### src/rtl/sram_bus_arbiter_if.sv
// sram_bus_arbiter_if: inst/data sram-like request ports and the shared downstream memory port
interface sram_bus_arbiter_if;
    logic        inst_req;
    logic [31:0] inst_addr;
    logic        inst_addr_ok;
    logic        inst_data_ok;
    logic        data_req;
    logic        data_wr;
    logic [1:0]  data_size;
    logic [31:0] data_addr;
    logic [3:0]  data_wstrb;
    logic [31:0] data_wdata;
    logic        data_addr_ok;
    logic        data_data_ok;
    logic [31:0] rdata;
    logic        mem_req;
    logic        mem_wr;
    logic [1:0]  mem_size;
    logic [31:0] mem_addr;
    logic [3:0]  mem_wstrb;
    logic [31:0] mem_wdata;
    logic        mem_addr_ok;
    logic        mem_data_ok;
    logic [31:0] mem_rdata;

    modport slave (
        input  inst_req, inst_addr, data_req, data_wr, data_size, data_addr, data_wstrb, data_wdata,
        input  mem_addr_ok, mem_data_ok, mem_rdata,
        output inst_addr_ok, inst_data_ok, data_addr_ok, data_data_ok, rdata,
        output mem_req, mem_wr, mem_size, mem_addr, mem_wstrb, mem_wdata
    );

    modport master (
        output inst_req, inst_addr, data_req, data_wr, data_size, data_addr, data_wstrb, data_wdata,
        output mem_addr_ok, mem_data_ok, mem_rdata,
        input  inst_addr_ok, inst_data_ok, data_addr_ok, data_data_ok, rdata,
        input  mem_req, mem_wr, mem_size, mem_addr, mem_wstrb, mem_wdata
    );
endinterface

### src/rtl/sram_bus_arbiter.sv
// sram_bus_arbiter: one-outstanding arbiter of inst/data requesters onto one sram-like port, data-first with starvation guard
module sram_bus_arbiter #(
    parameter int unsigned STARVE_LIMIT = 4
) (
    input logic             clk,
    input logic             resetn,
    sram_bus_arbiter_if.slave bus
);
    typedef enum logic {IDLE, WAIT} state_e;
    localparam logic [3:0] LIM = 4'(STARVE_LIMIT);

    state_e     state_q, state_d;
    logic       owner_q, owner_d;
    logic [3:0] starve_q, starve_d;
    logic       idle, sel_data, sel_inst, hs, ret;

    // gating with resetn keeps every output quiet while reset is held
    always_comb begin
        idle     = resetn && state_q == IDLE;
        sel_data = idle && bus.data_req && !(bus.inst_req && starve_q == LIM);
        sel_inst = idle && bus.inst_req && !sel_data;
        hs       = (sel_data || sel_inst) && bus.mem_addr_ok;
        ret      = resetn && state_q == WAIT && bus.mem_data_ok;
    end

    assign bus.mem_req      = sel_data | sel_inst;
    assign bus.mem_wr       = sel_data & bus.data_wr;
    assign bus.mem_size     = sel_data ? bus.data_size : sel_inst ? 2'd2 : 2'd0;
    assign bus.mem_addr     = sel_data ? bus.data_addr : sel_inst ? bus.inst_addr : 32'd0;
    assign bus.mem_wstrb    = sel_data ? bus.data_wstrb : 4'd0;
    assign bus.mem_wdata    = sel_data ? bus.data_wdata : 32'd0;
    assign bus.inst_addr_ok = sel_inst & bus.mem_addr_ok;
    assign bus.data_addr_ok = sel_data & bus.mem_addr_ok;
    assign bus.inst_data_ok = ret & ~owner_q;
    assign bus.data_data_ok = ret & owner_q;
    assign bus.rdata        = bus.mem_rdata;

    always_comb begin
        state_d  = state_q;
        owner_d  = owner_q;
        starve_d = starve_q;
        if (hs) begin
            state_d  = WAIT;
            owner_d  = sel_data;
            starve_d = (sel_data && bus.inst_req) ? (starve_q == LIM ? LIM : starve_q + 4'd1) : 4'd0;
        end
        if (ret)
            state_d = IDLE;
    end

    always_ff @(posedge clk) begin
        if (!resetn) begin
            state_q  <= IDLE;
            owner_q  <= 1'b0;
            starve_q <= 4'd0;
        end else begin
            state_q  <= state_d;
            owner_q  <= owner_d;
            starve_q <= starve_d;
        end
    end
endmodule

### src/flat_wrapper.sv
// flat-port wrapper written by rule: the top's interface ports become plain ports
module sram_bus_arbiter_flat 
#(
    parameter int unsigned STARVE_LIMIT = 4
)
  (clk, resetn, bus_inst_req, bus_inst_addr, bus_data_req, bus_data_wr, bus_data_size, bus_data_addr, bus_data_wstrb, bus_data_wdata, bus_mem_addr_ok, bus_mem_data_ok, bus_mem_rdata, bus_inst_addr_ok, bus_inst_data_ok, bus_data_addr_ok, bus_data_data_ok, bus_rdata, bus_mem_req, bus_mem_wr, bus_mem_size, bus_mem_addr, bus_mem_wstrb, bus_mem_wdata);
  sram_bus_arbiter_if bus_i ();
  input logic clk;
  input logic resetn;
  input wire logic [$bits(bus_i.inst_req)-1:0] bus_inst_req;
  input wire logic [$bits(bus_i.inst_addr)-1:0] bus_inst_addr;
  input wire logic [$bits(bus_i.data_req)-1:0] bus_data_req;
  input wire logic [$bits(bus_i.data_wr)-1:0] bus_data_wr;
  input wire logic [$bits(bus_i.data_size)-1:0] bus_data_size;
  input wire logic [$bits(bus_i.data_addr)-1:0] bus_data_addr;
  input wire logic [$bits(bus_i.data_wstrb)-1:0] bus_data_wstrb;
  input wire logic [$bits(bus_i.data_wdata)-1:0] bus_data_wdata;
  input wire logic [$bits(bus_i.mem_addr_ok)-1:0] bus_mem_addr_ok;
  input wire logic [$bits(bus_i.mem_data_ok)-1:0] bus_mem_data_ok;
  input wire logic [$bits(bus_i.mem_rdata)-1:0] bus_mem_rdata;
  output wire logic [$bits(bus_i.inst_addr_ok)-1:0] bus_inst_addr_ok;
  output wire logic [$bits(bus_i.inst_data_ok)-1:0] bus_inst_data_ok;
  output wire logic [$bits(bus_i.data_addr_ok)-1:0] bus_data_addr_ok;
  output wire logic [$bits(bus_i.data_data_ok)-1:0] bus_data_data_ok;
  output wire logic [$bits(bus_i.rdata)-1:0] bus_rdata;
  output wire logic [$bits(bus_i.mem_req)-1:0] bus_mem_req;
  output wire logic [$bits(bus_i.mem_wr)-1:0] bus_mem_wr;
  output wire logic [$bits(bus_i.mem_size)-1:0] bus_mem_size;
  output wire logic [$bits(bus_i.mem_addr)-1:0] bus_mem_addr;
  output wire logic [$bits(bus_i.mem_wstrb)-1:0] bus_mem_wstrb;
  output wire logic [$bits(bus_i.mem_wdata)-1:0] bus_mem_wdata;
  assign bus_i.inst_req = bus_inst_req;
  assign bus_i.inst_addr = bus_inst_addr;
  assign bus_i.data_req = bus_data_req;
  assign bus_i.data_wr = bus_data_wr;
  assign bus_i.data_size = bus_data_size;
  assign bus_i.data_addr = bus_data_addr;
  assign bus_i.data_wstrb = bus_data_wstrb;
  assign bus_i.data_wdata = bus_data_wdata;
  assign bus_i.mem_addr_ok = bus_mem_addr_ok;
  assign bus_i.mem_data_ok = bus_mem_data_ok;
  assign bus_i.mem_rdata = bus_mem_rdata;
  assign bus_inst_addr_ok = bus_i.inst_addr_ok;
  assign bus_inst_data_ok = bus_i.inst_data_ok;
  assign bus_data_addr_ok = bus_i.data_addr_ok;
  assign bus_data_data_ok = bus_i.data_data_ok;
  assign bus_rdata = bus_i.rdata;
  assign bus_mem_req = bus_i.mem_req;
  assign bus_mem_wr = bus_i.mem_wr;
  assign bus_mem_size = bus_i.mem_size;
  assign bus_mem_addr = bus_i.mem_addr;
  assign bus_mem_wstrb = bus_i.mem_wstrb;
  assign bus_mem_wdata = bus_i.mem_wdata;
  sram_bus_arbiter #(.STARVE_LIMIT(STARVE_LIMIT)) u_core (.clk(clk), .resetn(resetn), .bus(bus_i));
endmodule
### config.mk
export PLATFORM = sky130hd
export DESIGN_NAME = sram_bus_arbiter_flat
export DESIGN_NICKNAME = d
export VERILOG_FILES = /design/src/rtl/sram_bus_arbiter_if.sv /design/src/rtl/sram_bus_arbiter.sv /design/src/flat_wrapper.sv
export SDC_FILE = /design/constraint.sdc
export NUM_CORES = 1
export LEC_CHECK = 0
export ABC_AREA = 1
export ABC_CLOCK_PERIOD_IN_PS = 3000
export BUFFER_PORTS_ARGS = -buffer_cell sky130_fd_sc_hd__buf_2
export CAP_MARGIN = 5
export CORE_AREA = 10 10 88 90
export CTS_BUF_LIST = sky130_fd_sc_hd__clkbuf_8
export CTS_CLUSTER_SIZE = 16
export DETAILED_ROUTE_END_ITERATION = 8
export DIE_AREA = 0 0 98 100
export PLACE_DENSITY = 0.72
export SETUP_SLACK_MARGIN = 0.1
export SLEW_MARGIN = 20
export SYNTH_ARGS = -nofsm -noshare
export SYNTH_HDL_FRONTEND = slang
export SYNTH_SLANG_ARGS = --single-unit
### constraint.sdc
create_clock -name clk -period 3 [get_ports clk]
set_clock_uncertainty 0.05 [all_clocks]
set_input_delay 0.3 -clock clk [delete_from_list [all_inputs] [get_ports clk]]
set_output_delay 0.3 -clock clk [all_outputs]
set_load 0.05 [all_outputs]
==> impl_metrics.json <==
{
  "synth_top_area_share_pct": 21.3,
  "min_period_ps": 2250,
  "syn_to_final_growth_pct": 53.7,
  "ir_drop_v": 0.000275,
  "worstSetupEndpointType": "primary output",
  "nets": 566,
  "timing.rr.start": "u_core.state_q",
  "synth_edf_count": 0,
  "hold_viol": 0,
  "synth_mux_area_share_pct": 0,
  "max-cap-violations": 0,
  "rrSetupSlack_ps": 1240,
  "num_vias": 2124,
  "dieWidth_um": 98,
  "place.gp.congestion": 0.768,
  "core_region_area_um2": 6130,
  "setup_viol": 0,
  "io_pins": 249,
  "setup.worst_path.start": "u_core.starve_q[0]",
  "post_cts_resized": 0,
  "port_buffers": 184,
  "grt_usage_pct": 12.8,
  "synth-seq-area-share_pct": 8.61,
  "fin_crit_sh_pct": 75.0,
  "drcViolationCount": 0,
  "outcome": "complete, no violations",
  "path_max_fanout": 38,
  "critPathCapture": "bus_mem_addr[27]",
  "critPathKind": "flop to primary output",
  "cts_max_path_buffers": 2,
  "critical_path_arrival_ps": 1900,
  "rows": 29,
  "grt_pass1_wl_mm": 10.6,
  "dr.pass1.iters": 4,
  "cts-root-buf": "clkbuf_8",
  "htreeDepth": 1,
  "syn_inst": 277,
  "dp_hpwl_mm": 6.12,
  "num_antenna_cells": 0,
  "hp-class": "input pin to flop",
  "synth-compound-area-share_pct": 2.87,
  "r2r_cells": 7,
  "synth_top_family_by_area": "simple AND/OR/NAND/NOR gates",
  "synth_area_um2": 1400,
  "die-area_um2": 9800,
  "clk_latency_ps": 230,
  "routed_wl_mm": 7.01,
  "synth.most_common_cell": "nand2_1",
  "ys_async_sr_fraction_pct": 0,
  "rsz0062_at_grt": "false",
  "cts_sinks": 6,
  "start_util_pct": 22.8,
  "ys_top_cells_by_area": "nand2_1 21%, buf_4 17%, nand3_1 13%",
  "hold_slack_ps": 293,
  "via_per_inst": 4.27,
  "synth_commonest_cells": "79 x nand2_1, 48 x inv_1, 43 x nor2_1",
  "fp.dieH_um": 100,
  "slew_headroom_pct": 47.9,
  "tightest_slew_ps": 779,
  "power.leakage_uw": 0.00156,
  "yosys_most_used_dff": "dfxtp_1",
  "cts_made_buffers": 3,
  "fmax_mhz": 444,
  "synthXorXnorAreaFrac_pct": 0,
  "grt_pass1_vias": 2074,
  "ys_warn_count": 0,
  "worstPathRequired_ps": 2650,
  "powerDensity_nw_per_um2": 302,
  "synthAdderAreaFrac_pct": 1.79,
  "tns_ps": 0,
  "clk_pin_slew_worst_paths_ps": 40,
  "drtIter0Drc": 29,
  "antenna_found_initial": 2,
  "ys_ff_latch": 6,
  "cts_tree": "done",
  "grt_max_degree": 39,
  "synth_top_cell_by_area": "nand2_1",
  "syn_nets": 420,
  "p_total_uw": 647,
  "synth_area_per_cell_um2": 5.04,
  "avgRoutedWirePerCell_um": 14.1,
  "grt.overflow.total": 0,
  "post-cts-setup-buffers": 0,
  "synthSimpleGateAreaFrac_pct": 50.1,
  "r2r_end": "u_core.starve_q[3]",
  "synth_cell_type_count": 17,
  "final_max_slew_viol_count": 0,
  "antenna_left": 0,
  "cts_hold_buf": 0,
  "start_kind": "flop",
  "drive_above_1_share_pct": 47.0
}
## critical path: stages (launching register included)
cell and delay [ps]:
dfxtp_1 330, inv_1 90, ha_1 190, nand4_1 120, nand2_2 120, buf_4 350
nand3_1 110, nand2_1 100, buf_2 260
## routing by layer
metal | wire [um] | GRT usage (%)
met1 | 2410 | 12.1
met2 | 3530 | 23.9
met3 | 948 | 6.87
met4 | 83 | 2.80
met5 | 32 | 0
## metrics by stage
step	area [um^2]	cells	worst slack (ps)	util (%)
2_1_floorplan	1400	277	978	-
3_3_place_gp	2100	495	984	34.3
3_5_place_dp	2100	495	955	34.3
4_1_cts	2140	498	748	35.0
5_1_grt	2140	498	553	35.0
6_report	2140	498	750	35.0
## how the worst min path moves through the flow
| stage | from | to | depth (start not counted) |
|---|---|---|---|
| 2_1_floorplan | resetn | u_core.state_q | 2 |
| 3_3_place_gp | u_core.owner_q | u_core.owner_q | 2 |
| 3_5_place_dp | u_core.owner_q | u_core.owner_q | 2 |
| 4_1_cts | resetn | u_core.state_q | 3 |
| 5_1_grt | resetn | u_core.state_q | 3 |
| 6_report | resetn | u_core.state_q | 3 |
## cell families after synthesis
| kind of cell | count (synthesis) |
|---|---|
| buf+inv | 94 |
| simple gates | 167 |
| flops | 6 |
| fa+ha+maj | 2 |
| compound gates | 8 |
## cell type report
type                       count  area [um^2]
timing repair buffer         186          936
tap                           77         96.3
multi-input combinational    177          764
sequential                     6          120
clock buffer                   3         41.3
fill                         701         3990
inverter                      49          186
## where the power goes
group,internal (uW),switching [uW]
clock network,86.8,41.1
logic,117,318
registers,82.1,1.34
## layout by cell type, fill, tap and decap left out, drive strengths merged
master    n
clkbuf    3
buf     186
nand3    36
dfxtp     6
ha        2
or2       2
o21ai     2
nor2     46
nand2    82
a21oi     6
inv      49
nand4     1
## registers in the layout (all words and copies together), names as in the netlist
signal,cells
u_core.starve_q,4
u_core.owner_q,1
u_core.state_q,1
(Power assumes the default switching activity.)
